File: src/rtl/aes_pkg.sv
// Shared AES definitions: state/byte types, engine FSM encoding and S-box tables.
package aes_pkg;

  localparam int AES_STATE_W = 128;
  localparam int AES_BYTES   = 16;

  typedef logic [7:0]             aes_byte_t;
  typedef logic [AES_STATE_W-1:0] aes_state_t;

  typedef enum logic [1:0] {
    IDLE = 2'd0,
    BUSY = 2'd1,
    DONE = 2'd2
  } state_t;

  // Entry 0 sits in the top byte of each table.
  localparam logic [2047:0] FWD_SBOX_TABLE = {
    128'h637c777bf26b6fc53001672bfed7ab76, 128'hca82c97dfa5947f0add4a2af9ca472c0,
    128'hb7fd9326363ff7cc34a5e5f171d83115, 128'h04c723c31896059a071280e2eb27b275,
    128'h09832c1a1b6e5aa0523bd6b329e32f84, 128'h53d100ed20fcb15b6acbbe394a4c58cf,
    128'hd0efaafb434d338545f9027f503c9fa8, 128'h51a3408f929d38f5bcb6da2110fff3d2,
    128'hcd0c13ec5f974417c4a77e3d645d1973, 128'h60814fdc222a908846eeb814de5e0bdb,
    128'he0323a0a4906245cc2d3ac629195e479, 128'he7c8376d8dd54ea96c56f4ea657aae08,
    128'hba78252e1ca6b4c6e8dd741f4bbd8b8a, 128'h703eb5664803f60e613557b986c11d9e,
    128'he1f8981169d98e949b1e87e9ce5528df, 128'h8ca1890dbfe6426841992d0fb054bb16
  };

  localparam logic [2047:0] INV_SBOX_TABLE = {
    128'h52096ad53036a538bf40a39e81f3d7fb, 128'h7ce339829b2fff87348e4344c4dee9cb,
    128'h547b9432a6c2233dee4c950b42fac34e, 128'h082ea16628d924b2765ba2496d8bd125,
    128'h72f8f66486689816d4a45ccc5d65b692, 128'h6c704850fdedb9da5e154657a78d9d84,
    128'h90d8ab008cbcd30af7e45805b8b34506, 128'hd02c1e8fca3f0f02c1afbd0301138a6b,
    128'h3a9111414f67dcea97f2cfcef0b4e673, 128'h96ac7422e7ad3585e2f937e81c75df6e,
    128'h47f11a711d29c5896fb7620eaa18be1b, 128'hfc563e4bc6d279209adbc0fe78cd5af4,
    128'h1fdda8338807c731b11210592780ec5f, 128'h60517fa919b54a0d2de57a9f93c99cef,
    128'ha0e03b4dae2af5b0c8ebbb3c83539961, 128'h172b047eba77d626e169146355210c7d
  };

  function automatic aes_byte_t sbox_fwd(aes_byte_t x);
    return FWD_SBOX_TABLE[8*(255-int'(x)) +: 8];
  endfunction

  function automatic aes_byte_t sbox_inv(aes_byte_t x);
    return INV_SBOX_TABLE[8*(255-int'(x)) +: 8];
  endfunction

endpackage

File: src/rtl/inv_sbox_lookup.sv
// Combinational byte lookup; inverse S-box by default, forward S-box when FWD=1.
module inv_sbox_lookup
  import aes_pkg::*;
#(
  parameter bit FWD = 1'b0
) (
  input  logic [7:0] a,
  output logic [7:0] y
);

  assign y = FWD ? sbox_fwd(a) : sbox_inv(a);

endmodule

File: src/rtl/inv_sub_bytes_engine.sv
// Iterative AES InvSubBytes: BYTES_PER_CYCLE lanes walk the 16-byte state in place.
// Define SBOX_FWD_MODE_EN to add a fwd_mode input selecting the forward S-box per block.
//
// state | meaning
// IDLE  | in_ready high, waiting for a block
// BUSY  | substituting one group of lanes per cycle
// DONE  | out_valid high, holding out_data until out_ready
module inv_sub_bytes_engine
  import aes_pkg::*;
#(
  parameter int BYTES_PER_CYCLE = 4
) (
  input  logic                   clk,
  input  logic                   reset,
  input  logic                   in_valid,
  output logic                   in_ready,
  input  logic [AES_STATE_W-1:0] in_data,
`ifdef SBOX_FWD_MODE_EN
  input  logic                   fwd_mode,
`endif
  output logic                   out_valid,
  input  logic                   out_ready,
  output logic [AES_STATE_W-1:0] out_data,
  output logic                   busy
);

  localparam int NUM_STEPS = AES_BYTES / BYTES_PER_CYCLE;
  localparam int CW        = (NUM_STEPS > 1) ? $clog2(NUM_STEPS) : 1;
  localparam logic [CW-1:0] LAST_STEP = CW'(NUM_STEPS - 1);

  if (!(BYTES_PER_CYCLE == 1 || BYTES_PER_CYCLE == 2 || BYTES_PER_CYCLE == 4 ||
        BYTES_PER_CYCLE == 8 || BYTES_PER_CYCLE == 16)) begin : g_bad_bpc
    $error("inv_sub_bytes_engine: BYTES_PER_CYCLE must be 1, 2, 4, 8 or 16");
  end

  state_t     state;
  logic [CW-1:0] step;
  aes_state_t work;
  aes_state_t work_nxt;
  logic       mode;
  aes_byte_t  lane_in  [BYTES_PER_CYCLE];
  aes_byte_t  lane_out [BYTES_PER_CYCLE];

  for (genvar l = 0; l < BYTES_PER_CYCLE; l++) begin : g_lane
    // Byte 0 of the state lives in the top byte of the vector.
    assign lane_in[l] = work[8*(AES_BYTES-1-(int'(step)*BYTES_PER_CYCLE+l)) +: 8];
`ifdef SBOX_FWD_MODE_EN
    aes_byte_t inv_y, fwd_y;
    inv_sbox_lookup #(.FWD(1'b0)) u_inv (.a(lane_in[l]), .y(inv_y));
    inv_sbox_lookup #(.FWD(1'b1)) u_fwd (.a(lane_in[l]), .y(fwd_y));
    assign lane_out[l] = mode ? fwd_y : inv_y;
`else
    inv_sbox_lookup #(.FWD(1'b0)) u_inv (.a(lane_in[l]), .y(lane_out[l]));
`endif
  end

  always_comb begin
    work_nxt = work;
    for (int l = 0; l < BYTES_PER_CYCLE; l++) begin
      work_nxt[8*(AES_BYTES-1-(int'(step)*BYTES_PER_CYCLE+l)) +: 8] = lane_out[l];
    end
  end

  always_ff @(posedge clk) begin
    if (reset) begin
      state    <= IDLE;
      step     <= '0;
      work     <= '0;
      out_data <= '0;
      mode     <= 1'b0;
    end else begin
      case (state)
        IDLE: begin
          if (in_valid) begin
            work  <= in_data;
            step  <= '0;
            state <= BUSY;
`ifdef SBOX_FWD_MODE_EN
            mode  <= fwd_mode;
`else
            mode  <= 1'b0;
`endif
          end
        end
        BUSY: begin
          work <= work_nxt;
          if (step == LAST_STEP) begin
            step     <= '0;
            out_data <= work_nxt;
            state    <= DONE;
          end else begin
            step <= step + 1'b1;
          end
        end
        DONE: begin
          if (out_ready) state <= IDLE;
        end
        default: state <= IDLE;
      endcase
    end
  end

  assign in_ready  = (state == IDLE) && !reset;
  assign out_valid = (state == DONE);
  assign busy      = (state == BUSY) || (state == DONE);

endmodule
File: config.mk
export PLATFORM = sky130hd
export DESIGN_NAME = inv_sub_bytes_engine
export DESIGN_NICKNAME = d
export VERILOG_FILES = /design/src/rtl/aes_pkg.sv /design/src/rtl/inv_sbox_lookup.sv /design/src/rtl/inv_sub_bytes_engine.sv
export SDC_FILE = /design/constraint.sdc
export NUM_CORES = 1
export LEC_CHECK = 0
export BUFFER_PORTS_ARGS = -buffer_cell sky130_fd_sc_hd__buf_2
export CORE_UTILIZATION = 30
export DETAILED_ROUTE_END_ITERATION = 12
export PLACE_DENSITY = 0.47
export SYNTH_ARGS = -nofsm -noshare
export SYNTH_HDL_FRONTEND = slang
export SYNTH_SLANG_ARGS = --single-unit
File: constraint.sdc
create_clock -name clk -period 4 [get_ports clk]
set_clock_uncertainty 0.05 [all_clocks]
set_input_delay 0.6 -clock clk [delete_from_list [all_inputs] [get_ports clk]]
set_output_delay 0.6 -clock clk [all_outputs]
set_load 0.05 [all_outputs]
# [Word level (Yosys, flattened, before mapping)]
# Cells that the tools add are included.
[op_classes] addsub=16 n_eq_ne=6 shift=16 n_mux=13 n_reduce_logical=8
[ops] operator="$shiftx A2048 B32 Y8 const A" n=4
[ops] operator="$bwmux W128" n=4
[ops] operator="$shift A8 B33 Y128 const A" n=4
[ops] operator="$shiftx A8 B33 Y128" n=4
[ops] operator="$shiftx A128 B9 Y8" n=3
[ops] operator="$pmux W128 S2" n=1
[ops] operator="$mux W128" n=1
[ops] operator="$shiftx A128 B8 Y8" n=1
[ops] operator="$neg A9 Y33" n=3
[ops] operator="$sub A8 B8 Y9 const A" n=4
[ops] operator="$neg A8 Y33" n=1
[ops] operator="$sub A4 B5 Y6 const A" n=3
[ops] operator="$add A4 B2 Y5 const B" n=2
[ops] operator="$mux W2" n=5
[ops] operator="$pmux W2 S3" n=1
[ops] operator="$add A4 B1 Y5 const B" n=1
[ops] operator="$sub A4 B4 Y5 const A" n=1
[ops] operator="$eq A2 B2 Y1 const B" n=2
[ops] operator="$ne A2 B2 Y1 const B" n=2
[ops] operator="$pmux W2 S2" n=1
[ops] operator="$reduce_and A2 Y1" n=2
[ops] operator="$reduce_and A3 Y1" n=1
[ops] operator="$add A2 B1 Y2 const B" n=1
[ops] operator="$eq A2 B1 Y1 const B" n=1
[ops] operator="other kinds (6)" n=6
[totals] regBits=260 input_bits=132 output_inout_bits=131 wordCells=63

# [Depth between registers and ports, before layout]
[depth] depth_word=10 ltp_mapped=17 depth_no_buf=11

# [Cells and area by module]
# Synthesis repeated with hierarchy kept, for this count alone.
[hier_totals] hier_cells=3535 hier_area_um2=26136.3
[modules_own_cells] module="inv_sub_bytes_engine" instances=1 cells_per_inst=1409 area_each_um2=13105.1
[modules_own_cells] module="inv_sbox_lookup (g_lane[0].u_inv ...)" instances=3 cells_per_inst=532 area_each_um2=3243.1
[modules_own_cells] module="inv_sbox_lookup (g_lane[1].u_inv)" instances=1 cells_per_inst=530 area_each_um2=3301.9

# [Least setup slack after synthesis]
# Ideal clock, no wire load.
[synth_timing] kind="flip-flop to flip-flop" from="register step[0]" to="register work[49]" setup_ns=0.137 arrival_ns=4.101 required_time_ns=3.813 path_slack_ns=-0.289 stages_incl_launch_ff=17 period_less_slack_ns=4.289 cell_sequence="dfxtp_1 -> buf_6 -> buf_6 -> mux4_2 -> buf_2 -> buf_2 -> buf_1 -> inv_1 -> ha_1 -> buf_1 -> inv_1 -> mux4_2 -> mux2_2 -> a221oi_1 -> o41ai_2 -> a221oi_1 -> a211oi_1"
[synth_via] elab_chain_len=10 elab_cells_between_ends=36 classes_between="add/sub: 15; shift: 16; mux: 5"
[synth_lines] element="start: declaration" line="inv_sub_bytes_engine.sv:37" source="logic [CW-1:0] step;"
[synth_lines] element="start signal: assignment" line="inv_sub_bytes_engine.sv:92" source="step <= step + 1'b1;"
[synth_lines] element="$add A4 B1 Y5 or $sub A4 B4 Y5 (tied branches)" line="inv_sub_bytes_engine.sv:46, inv_sub_bytes_engine.sv:60"
[synth_lines] element="$sub A4 B5 Y6 or $shiftx A128 B8 Y8 (tied branches)" line="inv_sub_bytes_engine.sv:46, inv_sub_bytes_engine.sv:60"
[synth_lines] element="$shiftx A128 B9 Y8 or $sub A8 B8 Y9 (tied branches)" line="inv_sub_bytes_engine.sv:46, aes_pkg.sv:44"
[synth_lines] element="$sub A8 B8 Y9 or $shiftx A2048 B32 Y8 (tied branches)" line="aes_pkg.sv:44" source="return INV_SBOX_TABLE[8*(255-int'(x)) +: 8];"
[synth_lines] element="$shiftx A2048 B32 Y8 or $shiftx A8 B33 Y128 (tied branches)" line="aes_pkg.sv:44, inv_sub_bytes_engine.sv:60"
[synth_lines] element="$shiftx A8 B33 Y128 or $bwmux W128 (tied branches)" line="inv_sub_bytes_engine.sv:60" source="work_nxt[8*(AES_BYTES-1-(int'(step)*BYTES_PER_CYCLE+l)) +: 8] = lane_out[l];"
[synth_lines] element="$bwmux W128 (2 in series)" line="inv_sub_bytes_engine.sv:60"
[synth_lines] element="$bwmux W128 *" line="inv_sub_bytes_engine.sv:60"
[synth_lines] element="$pmux W128 S2 *" line="inv_sub_bytes_engine.sv:72" source="case (state)"
[synth_lines] element="end signal: assignment" line="inv_sub_bytes_engine.sv:75" source="work <= in_data;"
[synth_lines] element="end signal: assignment" line="inv_sub_bytes_engine.sv:86" source="work <= work_nxt;"
[synth_lines] element="end: declaration" line="inv_sub_bytes_engine.sv:38" source="aes_state_t work;"
# Mark *: on every way between the ends. The rest lies on a longest branch, timed or not.
# A chain may end at the register's enable or synchronous reset.

# [Final worst setup path]
[layout_timing] from="register step[0]" to="register work[34]"
# Same word-level chain as after synthesis.

==> impl_metrics.env <==
export IMPL_crit_required_ns=4.40
export IMPL_cts_sinks=260
export IMPL_synth_simple_gate_area_share_pct=21.6
export IMPL_path_cells="buf_12 > mux4_4 > buf_4 > nor2b_1 > a2111oi_0 > buf_4 > o21ai_0 > a32o_1 > nand2b_1 > a221oi_1"
export IMPL_drt_first_iter_violations=4806
export IMPL_p_per_area_nw_per_um2=1220
export IMPL_synth_compound_area_share_pct=37.8
export IMPL_fin_util_pct=38.0
export IMPL_synth_edf_count=0
export IMPL_crit_start="step[0]"
export IMPL_status="finished clean"
export IMPL_path_class="flop to flop"
export IMPL_reg2reg_depth=10
export IMPL_async_flop_share_pct=0
export IMPL_timing_fmax_mhz=251
export IMPL_start_kind="flop"
export IMPL_drc=0
export IMPL_min_path_cells=3
export IMPL_worstHoldStart="in_data[12]"
export IMPL_clk_latency_ns=0.59
export IMPL_hold_buffers=0
export IMPL_synth_distinct_cells=109
export IMPL_yosys_top_cells_count="nand2_1, a21oi_1, nor2_1, dfxtp_1, clkbuf_1"
export IMPL_synthAdderAreaFrac_pct=2.78
export IMPL_n_fill_cell=9412
export IMPL_crit_fanout=23
export IMPL_pin_count=263
export IMPL_cts_made_buffers=37
export IMPL_synth_most_common_cell="nand2_1"
export IMPL_critical_path_max_stage_delay_ns=0.88
export IMPL_start_util_pct=30.4
export IMPL_dr_total_vias=34400
export IMPL_cts_tree="built"
export IMPL_crit_top_cell="buf_4"
export IMPL_root_buffer="clkbuf_16"
export IMPL_yosysWarnings=0
export IMPL_rsz0062_at_grt="yes"
export IMPL_holdPathEnd="work[12]"
export IMPL_yosysTopAreaCell="dfxtp_1"
export IMPL_cp_end_kind="flop"
export IMPL_drv_slew=0
export IMPL_dieArea_um2=89800
export IMPL_r2r_slack_ns=0.02
export IMPL_dp_cells=5189
export IMPL_p_total_w=0.0404
export IMPL_synth_top_family_by_area="compound AO/OA/AOI/OAI gates"
export IMPL_synthToLayoutAreaGrowth_pct=24.9
export IMPL_wl_per_cell_um=31.0
export IMPL_dp_hpwl_um=121000
export IMPL_cap_violations=0
export IMPL_clk_pin_slew_ns=0.06
export IMPL_die_w_um=300
export IMPL_wl_um=163000
export IMPL_ys_ff_latch=260
export IMPL_grt_remaining_overflow=0
export IMPL_synth_cells=3668
export IMPL_relSlewSlack_pct=38.6
export IMPL_htree_levels=2
export IMPL_final_cells=5266
export IMPL_synth_cell_area_um2=26600
export IMPL_rr_endpoint="work[34]"
export IMPL_post_route_min_period_ns=3.98
export IMPL_finalCritPeriodShare_pct=99.5
export IMPL_hp_class="input port to flop"
export IMPL_viasPerCell=6.54
export IMPL_yosysSeqAreaShare_pct=19.6
export IMPL_synthFlopType="dfxtp_1"
export IMPL_fin_nets=4274
export IMPL_p_leak_nw=12.8
export IMPL_worstMarginPinSlew_ns=0.921
export IMPL_gp_congestion=1.05
export IMPL_r2r_start="step[0]"
export IMPL_ir_drop_uv=483
export IMPL_synthTopCellsByArea="dfxtp_1, nand2_1, a21oi_1, mux2i_1, nor2_1"
export IMPL_core_um2=87300
export IMPL_port_buffers=262
export IMPL_synth_top_area_share_pct=19.6
export IMPL_finalSetupViolCount=0
export IMPL_cp_slowest_cell="mux4_4"
export IMPL_muxShareOfSynthArea_pct=9.38
export IMPL_drive_gt1_share_pct=25.9
export IMPL_antenna_found_initial=6
export IMPL_grt_pass1_wl_um=234000
export IMPL_arrival_ns=4.39
export IMPL_syn_area_per_cell_um2=7.24
export IMPL_grt_max_degree=73
export IMPL_ant_nets=0
export IMPL_die_h_um=300
export IMPL_synthesis_nets=3859
export IMPL_finalHoldViolCount=0
export IMPL_track_usage_pct=34.9
export IMPL_clock_path_buffers=3
export IMPL_synth_xor_area_share_pct=0.518
export IMPL_rows=108
export IMPL_grt_pass1_vias=32100
export IMPL_dr_pass1_iters=6
[registers in the layout (all words and copies together) (netlist names)]
name,flops
state,2
out_data,128
step,2
work,128
[power breakdown]
| part | switching [W] | total [W] | internal [W] |
|---|---|---|---|
| clock network | 0.00139 | 0.00347 | 0.00208 |
| registers | 0.000758 | 0.00392 | 0.00316 |
| logic | 0.0208 | 0.0330 | 0.0122 |
[critical path, delay by kind of cell, from the launching register on]
| family | cells | cell delay, ns |
|---|---|---|
| AO/OA/AOI/OAI | 4 | 1.36 |
| AND/OR/NAND/NOR | 2 | 0.36 |
| flip-flops | 1 | 0.43 |
| buffers and inverters | 3 | 0.75 |
| multiplexers | 1 | 0.88 |
[how the worst max path moves through the flow]
stage,slack [ns],to,depth (start not counted)
6_report,0.02,work[34],10
5_1_grt,-0.03,out_data[127],13
4_1_cts,0.007,work[34],15
3_5_place_dp,-0.31,out_data[57],12
3_3_place_gp,-0.36,work[89],12
2_1_floorplan,0.06,work[47],15
[timing repair]
action / CTS / global route
endpoints found under the setup margin: 13 / 143
gates cloned: 1 / 0
buffers inserted: 2 / 7
pin swaps: 1 / 1
gates resized for setup: 2 / 29
[placed cells by master (no fill, tap or decap), drive strengths merged, types with 40 or more instances in the layout]
cell type  synthesis  layout
nor2             284     284
a22oi             51      51
nor3              72      72
o21ai            221     221
and3              47      47
mux2i            131     131
nand2            446     446
and2              40      40
a221oi            79      79
inv               52      54
a211oi           111     111
a31oi            130     130
buf              174     788
nand3            118     118
a21oi            303     303
dfxtp            260     260
ha                59      59
clkbuf           240      49
o211ai            77      77
o221ai            51      51
a311oi            51      51
nand2b            88      88
[area by class of cell]
class,count,area (µm²),share of cell area [%]
clock buffer,48,1030,3.09
clock inverter,18,218,0.656
inverter,55,219,0.660
sequential,260,5210,15.7
tap,1155,1450,4.35
antenna,1,2.50,0.00754
multi-input combinational,2940,19400,58.3
timing repair buffer,789,5710,17.2
[stage by stage]
step	instance area [µm²]	TNS, ns	setup WS (ns)	hold WS (ns)
after global placement	31800	-3.11	-0.362	0.380
after global routing	33200	-0.151	-0.0328	0.331
after detailed placement	31800	-2.24	-0.305	0.387
final	33200	0	0.0195	0.321
after CTS	33000	0	0.00679	0.302
after floorplan	26600	0	0.0595	0.390
[cell families (layout without fill, tap and decap cells)]
| group | count (synthesis) | in the layout |
|---|---|---|
| other cells | 0 | 1 |
| fa+ha+maj | 59 | 59 |
| compound gates | 1437 | 1437 |
| flops | 260 | 260 |
| simple gates | 1230 | 1230 |
| buf+inv | 469 | 910 |
| mux | 199 | 200 |
| xor+xnor | 14 | 14 |
[metal layers]
layer  routed length (µm)  global-route usage (%)  part of all wire, %
met4                 9980                    17.9                  6.1
met3                16600                    6.16                   10
met5                   27                       0                0.017
met2                68200                    51.5                   42
met1                68500                    48.3                   42
Note: power is estimated with default switching activity, not from simulation.
